--- src/rtl/alu_exec_unit_pkg.sv ---
// Shared ALU opcode and execute-FSM encodings, also used by the ALU control decoder.
package alu_exec_unit_pkg;

  localparam logic [1:0] ALU_OP_ADD  = 2'b00;
  localparam logic [1:0] ALU_OP_SUB  = 2'b01;
  localparam logic [1:0] ALU_OP_MUL  = 2'b10;
  localparam logic [1:0] ALU_OP_RSVD = 2'b11;

  typedef enum logic [1:0] {
    ST_IDLE = 2'b00,
    ST_MUL  = 2'b01,
    ST_HOLD = 2'b10
  } alu_state_e;

endpackage

--- src/rtl/alu_mul_pipe.sv ---
// Pipelined unsigned multiplier: operands captured on start, product emerges
// MUL_LATENCY-1 cycles later so the caller's output register lands at MUL_LATENCY.
module alu_mul_pipe #(
  parameter int unsigned WIDTH       = 32,
  parameter int unsigned MUL_LATENCY = 4
) (
  input  logic             clk,
  input  logic             clear,
  input  logic             start,
  input  logic [WIDTH-1:0] op_a,
  input  logic [WIDTH-1:0] op_b,
  output logic             valid,
  output logic [WIDTH-1:0] product
);

  localparam int unsigned STAGES = MUL_LATENCY - 1;

  logic [WIDTH-1:0]  a_q, b_q;
  logic [WIDTH-1:0]  mul_lo;
  logic [STAGES-1:0] vld_q;

  always_ff @(posedge clk) begin
    if (start) begin
      a_q <= op_a;
      b_q <= op_b;
    end
  end

  always_ff @(posedge clk) begin
    if (clear) begin
      vld_q <= '0;
    end else begin
      vld_q[0] <= start;
      for (int i = 1; i < int'(STAGES); i++) begin
        vld_q[i] <= vld_q[i-1];
      end
    end
  end

  assign mul_lo = a_q * b_q;
  assign valid  = vld_q[STAGES-1];

  if (STAGES == 1) begin : g_direct
    assign product = mul_lo;
  end else begin : g_staged
    // Data stages carry no reset; only the valid chain decides what is live.
    logic [WIDTH-1:0] prod_q [STAGES-1];

    always_ff @(posedge clk) begin
      prod_q[0] <= mul_lo;
      for (int i = 1; i < int'(STAGES) - 1; i++) begin
        prod_q[i] <= prod_q[i-1];
      end
    end

    assign product = prod_q[STAGES-2];
  end

endmodule

--- src/rtl/alu_exec_unit.sv ---
// Execute-stage ALU: single-cycle add/sub, pipelined mul, registered result with
// valid/ready handshake, zero flag for branch compare and a destination tag.
module alu_exec_unit
  import alu_exec_unit_pkg::*;
#(
  parameter int unsigned WIDTH       = 32,
  parameter int unsigned MUL_LATENCY = 4,
  parameter int unsigned TAG_W       = 5
) (
  input  logic             clk,
  input  logic             reset,
  input  logic             flush,
  input  logic             in_valid,
  output logic             in_ready,
  input  logic [1:0]       alu_op,
  input  logic             set_nop,
  input  logic [WIDTH-1:0] op_a,
  input  logic [WIDTH-1:0] op_b,
  input  logic [TAG_W-1:0] in_tag,
  output logic             out_valid,
  input  logic             out_ready,
  output logic [WIDTH-1:0] out_result,
  output logic             out_zero,
  output logic [TAG_W-1:0] out_tag,
  output logic             busy
);

  localparam int unsigned     CNT_W    = $clog2(MUL_LATENCY);
  localparam logic [CNT_W-1:0] CNT_LOAD = CNT_W'(MUL_LATENCY - 1);
  localparam logic [CNT_W-1:0] CNT_ONE  = CNT_W'(1);

  alu_state_e       state_q, state_d;
  logic [CNT_W-1:0] cnt_q, cnt_d;
  logic [WIDTH-1:0] result_q, result_d;
  logic [TAG_W-1:0] tag_q, tag_d;

  logic             accept, issue, issue_mul;
  logic             mul_valid, mul_done;
  logic [WIDTH-1:0] mul_product;
  logic [WIDTH-1:0] addsub_res;

  assign in_ready  = !flush && ((state_q == ST_IDLE) || ((state_q == ST_HOLD) && out_ready));
  assign accept    = in_valid && in_ready;
  assign issue     = accept && !set_nop;
  assign issue_mul = issue && (alu_op == ALU_OP_MUL);
  assign mul_done  = (state_q == ST_MUL) && mul_valid && (cnt_q == CNT_ONE);

  always_comb begin
    addsub_res = '0;
    case (alu_op)
      ALU_OP_ADD: addsub_res = op_a + op_b;
      ALU_OP_SUB: addsub_res = op_a + ~op_b + WIDTH'(1);
      default:    addsub_res = '0;
    endcase
  end

  alu_mul_pipe #(
    .WIDTH       (WIDTH),
    .MUL_LATENCY (MUL_LATENCY)
  ) u_mul_pipe (
    .clk     (clk),
    .clear   (reset || flush),
    .start   (issue_mul),
    .op_a    (op_a),
    .op_b    (op_b),
    .valid   (mul_valid),
    .product (mul_product)
  );

  always_comb begin
    state_d  = state_q;
    cnt_d    = cnt_q;
    result_d = result_q;
    tag_d    = tag_q;

    unique case (state_q)
      ST_IDLE: ;
      ST_HOLD: if (out_ready) state_d = ST_IDLE;
      ST_MUL: begin
        cnt_d = cnt_q - CNT_ONE;
        if (mul_done) begin
          state_d  = ST_HOLD;
          result_d = mul_product;
        end
      end
      default: state_d = ST_IDLE;
    endcase

    // New work only arrives in IDLE or in HOLD while the held result drains.
    if (issue) begin
      tag_d = in_tag;
      if (issue_mul) begin
        state_d = ST_MUL;
        cnt_d   = CNT_LOAD;
      end else begin
        state_d  = ST_HOLD;
        result_d = addsub_res;
      end
    end

    if (flush) begin
      state_d = ST_IDLE;
      cnt_d   = '0;
    end
  end

  always_ff @(posedge clk) begin
    if (reset) begin
      state_q  <= ST_IDLE;
      cnt_q    <= '0;
      result_q <= '0;
      tag_q    <= '0;
    end else begin
      state_q  <= state_d;
      cnt_q    <= cnt_d;
      result_q <= result_d;
      tag_q    <= tag_d;
    end
  end

  assign out_valid  = (state_q == ST_HOLD);
  assign out_result = result_q;
  assign out_zero   = (result_q == '0);
  assign out_tag    = tag_q;
  assign busy       = (state_q != ST_IDLE);

endmodule
--- config.mk ---
export PLATFORM = sky130hd
export DESIGN_NAME = alu_exec_unit
export DESIGN_NICKNAME = d
export VERILOG_FILES = /design/src/rtl/alu_exec_unit_pkg.sv /design/src/rtl/alu_mul_pipe.sv /design/src/rtl/alu_exec_unit.sv
export SDC_FILE = /design/constraint.sdc
export NUM_CORES = 2
export LEC_CHECK = 0
export CORE_ASPECT_RATIO = 1.75
export CORE_MARGIN = 2
export CORE_UTILIZATION = 57
export DETAILED_ROUTE_END_ITERATION = 10
export GPL_TIMING_DRIVEN = 0
export PLACE_DENSITY = 0.84
export RECOVER_POWER = 25
export REMOVE_ABC_BUFFERS = 1
export SLEW_MARGIN = 20
export SYNTH_ARGS = -nofsm -noshare
export SYNTH_HDL_FRONTEND = slang
export SYNTH_SLANG_ARGS = --single-unit
--- constraint.sdc ---
create_clock -name clk -period 6.5 [get_ports clk]
set_clock_uncertainty 0.1 [all_clocks]
set_input_delay 0.65 -clock clk [delete_from_list [all_inputs] [get_ports clk]]
set_output_delay 0.65 -clock clk [all_outputs]
set_load 0.01 [all_outputs]
# Word-level counts from Yosys, hierarchy flattened
# Memories as Yosys holds them, arrays and structs flattened.
# Cells that the tools add are included.
# Widths: inputs -> output; s select.
# op_classes
mul,1
n_eq_ne,8
n_addsub,4
n_bitwise,1
n_reduce_logical,17
n_mux,13
# op_table
operator,n
$mux 32,4
$add 32x32->32,2
$pmux 32 s2,1
$add 32x1->32 const B,1
$logic_not 32->1,1
$mul 32x32->32,1
$not 32->32,1
$mux 2,7
$logic_and 1x1->1,7
$eq 2x1->1 const B,3
$pmux 2 s3,1
$eq 2x2->1 const B,2
$logic_not 2->1,2
$ne 3x1->1 const B,1
$ne 3x3->1 const B,1
$reduce_and 3->1,1
$logic_not 1->1,2
$logic_or 1x1->1,2
$ne 2x2->1 const B,1
$reduce_bool 2->1,1
$reduce_or 2->1,1
$sub 2x1->2 const B,1
# word_totals
ff_bits,108
mem_count,1
out_inout_bits,41
mem_bits_rw,64
elab_cells,52
input_bits,77
# mem_list
name,depth,width,read_ports,rd_ports_with_merged_regs,wr,line_no,text
u_mul_pipe.g_staged.prod_q,2,32,2,0,2,alu_mul_pipe.sv:47,logic [WIDTH-1:0] prod_q [STAGES-1];

# Logic depth before layout (Yosys ltp)
# logic_depth
depth_word,9
ltp_mapped,29
mapped_depth_nobuf,26

# Modules after synthesis
# From an unflattened synthesis, not the netlist that was laid out.
# hier_totals
cells_unflattened,2640
area_unflattened_um2,24805.0
# modules_own_cells
mod,area_each_um2,seq_area_each_um2,n_inst,cells_each
alu_mul_pipe,19266.0,3263.1,1,1871
alu_exec_unit,5539.1,820.8,1,769

# Worst setup path after synthesis
# OpenSTA, ideal clock, no wires.
# synth_timing
path_kind,register to register
startpoint,reg u_mul_pipe.b_q[3]
endpoint,mem u_mul_pipe.g_staged.prod_q[0][31]
synth_period_minus_slack_ns,6.724
arrival_ns,6.504
stages_incl_launch_ff,25
required_ns,6.279
n_path_buf,2
path_slack_ns,-0.224
setup_time_ns,0.121
cell_sequence,edfxtp_1 clkbuf_1 clkbuf_1 and2_1 fa_1 inv_1 fa_1 fa_1 fa_1 inv_1 fa_1 inv_1 fa_1 inv_1 fa_1 fa_1 ha_1 a21o_1 a31oi_1 o21ai_0 a31oi_1 nor3_1 o41ai_1 a21oi_1 xnor2_1
# synth_lines
element,line_no,text
"start, declared",alu_mul_pipe.sv:18,"logic [WIDTH-1:0] a_q, b_q;"
"start signal, assigned",alu_mul_pipe.sv:25,b_q <= op_b;
"end, declared",alu_mul_pipe.sv:47,

==> metrics.csv <==
metric;value;unit
status;finished with violations;
violations;setup timing;
drc_errors;0;
ant_nets;0;
grt_overflow_total;0;
antenna_found_initial;13;
cts_inserted_buffers;17;
htreeDepth;4;
setup_violations;14;
drt-initial-drc-count;2201;
finalPower;8.49;mW
grt_max_degree;36;
core;41700;sq um
numPortBuffers;117;
maxCapViolations;0;
cpPeakStageDelay;0.62;ns
ys_top_cells_by_area;fa_1 (34%), ha_1 (9.7%), dfxtp_1 (9.0%);
worst_path_most_repeated_cell;fa_1;
final_core_util;68.2;%
dr.pass1.iters;7;
path_cells;and2_1 -> fa_1 -> inv_1 -> fa_1 -> fa_1 -> fa_1 -> inv_2 -> fa_1 -> fa_2 -> fa_1 -> fa_1 -> ha_4 -> and3_4 -> nand4_1 -> buf_4 -> nor3_4 -> nand3_1 -> nand2_2 -> nor3_2 -> o21bai_1 -> a21oi_1 -> xnor2_1;
avgSynthCellArea;9.28;sq um
vias;21136;
end_kind;flop;
slowest_stage;fa_1;
netlist.top_cell.by_area;fa_1;
cts.path.max_buffers;2;
chipHeight;276;microns
syn_to_final_growth;18.1;%
start_util;57.7;%
insertion_delay;0.46;ns
crit_arrival;7.71;ns
seq_area_frac_synth;16.9;%
syn-instance-count;2598;
path_class;flop to flop;
viasPerCell;6.32;
wl_per_cell;26.6;microns
fmax;0.135;GHz
stdcell_area;28500;sq um
fin_ws;-0.934;ns
synth-main-ff-cell;dfxtp_1;
dieArea;44000;sq um
grt_pass1_wl;125000;microns
power_density;298;nW/um^2
synth.distinct_cells;74;
drv_slew;0;
place_congestion;1.08;
finalCritPeriodShare;114;%
path_max_fanout;6;
cts.sinks;172;
ir_drop;0.000365;V
synth_top_area_share;34.1;%
grt.total_usage;37.9;%
whs;0.228;ns
min_period;7.43;ns
tightest_slew;0.993;ns
io_pins;118;
ys_seq_elements;172;
placed_area;25700;sq um
first_global_vias;22772;
setup_tns;-8.23;ns
die_width;159;microns
cts_hold_buf;0;
place_hpwl;56000;microns
clk_pin_slew;0.07;ns
rsz0062_at_grt;yes;
routed_wl;89000;microns
num_rows;99;
yosysWarnings;0;
nNetsFinal;3440;
final_hold_viol_count;0;
relSlewSlack;33.8;%
drive_gt1_share;11.2;%
leakage;13.2;nW
cts_tree;built;
crit_path_start_kind;flop;
synth_area;24100;sq um
hold_path.class;flop to flop;
synth-edff-count;64;
synthArstFlopShare;0;%
crit_required;6.77;ns
cts-root-buf;clkbuf_16;
## through the flow
stage | std cells | setup slack [ns]
finish | 3346 | -0.934
global route | 3342 | -0.955
CTS | 3304 | -0.487
detailed placement | 3154 | -1.40
global placement | 3142 | -1.28
floorplan | 2470 | -0.245
## worst max-delay path, delay by kind of cell, from the launching register on
kind | cells | cell delay (ns)
AO/OA/AOI/OAI | 2 | 0.34
adder cells (fa/ha/maj) | 9 | 4.58
buffers and inverters | 3 | 0.31
flip-flops | 1 | 0.56
AND/OR/NAND/NOR | 7 | 1.24
XOR/XNOR | 1 | 0.20
## final timing paths
path                                                         from                                 to  slack (ns)  cells past startpoint
worst min register to register  u_mul_pipe.g_staged.prod_q[0][11]  u_mul_pipe.g_staged.prod_q[0][43]        0.23                      0
worst max-delay path                           u_mul_pipe.a_q[17]  u_mul_pipe.g_staged.prod_q[0][30]       -0.93                     22
worst min-delay path            u_mul_pipe.g_staged.prod_q[0][11]  u_mul_pipe.g_staged.prod_q[0][43]        0.23                      0
worst max register to register                 u_mul_pipe.a_q[17]  u_mul_pipe.g_staged.prod_q[0][30]       -0.93                     22
## registers in the layout (all words and copies together), names as in the netlist
| signal | flops |
|---|---|
| out_tag | 5 |
| u_mul_pipe.b_q | 32 |
| u_mul_pipe.a_q | 32 |
| out_result | 32 |
| u_mul_pipe.g_staged.prod_q | 64 |
| cnt_q | 2 |
| u_mul_pipe.vld_q | 3 |
| state_q | 2 |
## cell usage after synthesis (7+ instances only)
master / count
a211oi_1: 13
a21o_1: 25
a21oi_1: 94
a311oi_1: 7
a31oi_1: 9
and2_1: 283
and3_1: 8
buf_2: 9
clkbuf_1: 112
dfxtp_1: 108
edfxtp_1: 64
fa_1: 410
ha_1: 186
inv_1: 467
mux2i_1: 22
nand2_1: 315
nand2b_1: 12
nand3_1: 10
nand4_1: 7
nor2_1: 80
nor2b_1: 21
nor3_1: 22
nor4_1: 9
o21a_1: 8
o21ai_0: 52
o21bai_1: 18
o22ai_1: 19
o31ai_1: 9
xnor2_1: 90
xor2_1: 25
## cell type report
| class | instances | area, sq um |
|---|---|---|
| Antenna cell | 11 | 27.5 |
| Clock buffer | 17 | 425 |
| Clock inverter | 15 | 165 |
| Fill cell | 2789 | 13300 |
| Inverter | 467 | 1760 |
| Multi-Input combinational cell | 1831 | 18300 |
| Sequential cell | 172 | 4080 |
| Tap cell | 555 | 694 |
| Timing Repair Buffer | 278 | 3000 |
## per-layer routing
layer | wire length, microns | part of all wire (%) | track usage, %
met4 | 12600 | 14 | 39.9
met2 | 42100 | 47 | 65.0
met1 | 24600 | 28 | 35.8
met3 | 9570 | 11 | 8.13
met5 | 26 | 0.029 | 0
## logic make-up (layout without fill, tap and decap cells)
kind of cell	Yosys count	count (layout)	synth area share [%]
buf+inv	595	777	9.33
compound gates	313	313	8.66
other cells	0	11	0
xor+xnor	115	115	4.18
fa+ha+maj	596	596	43.7
simple gates	785	785	16.3
mux	22	22	0.914
flops	172	172	16.9
## power breakdown
group / total (mW) / internal [mW] / leakage (nW) / switching, mW
Clock: 1.03 / 0.519 / 0.294 / 0.512
Sequential: 1.44 / 1.35 / 1.47 / 0.0812
Combinational: 6.03 / 2.73 / 11.5 / 3.30
## placed cells by master (no fill, tap or decap), drive strengths merged, types with 25 or more instances in the layout
cell type      count
edfxtp            64
buf              161
xor2              25
a21o              25
ha               186
xnor2             90
and2             283
fa               410
inv              478
dlygate4sd3       33
a21oi             96
nor2              80
dfxtp            108
clkdlybuf4s50     83
o21ai             58
nand2            315
## what timing repair did
item | CTS | global route
resized for setup | 50 | 84
setup buffers | 117 | 31
gates cloned | 1 | 1
pin swaps | 36 | 101
endpoints found under the setup margin | 18 | 16
endpoints found under the hold margin | 0 | 0
No activity file was read; power rests on OpenSTA's default activity.
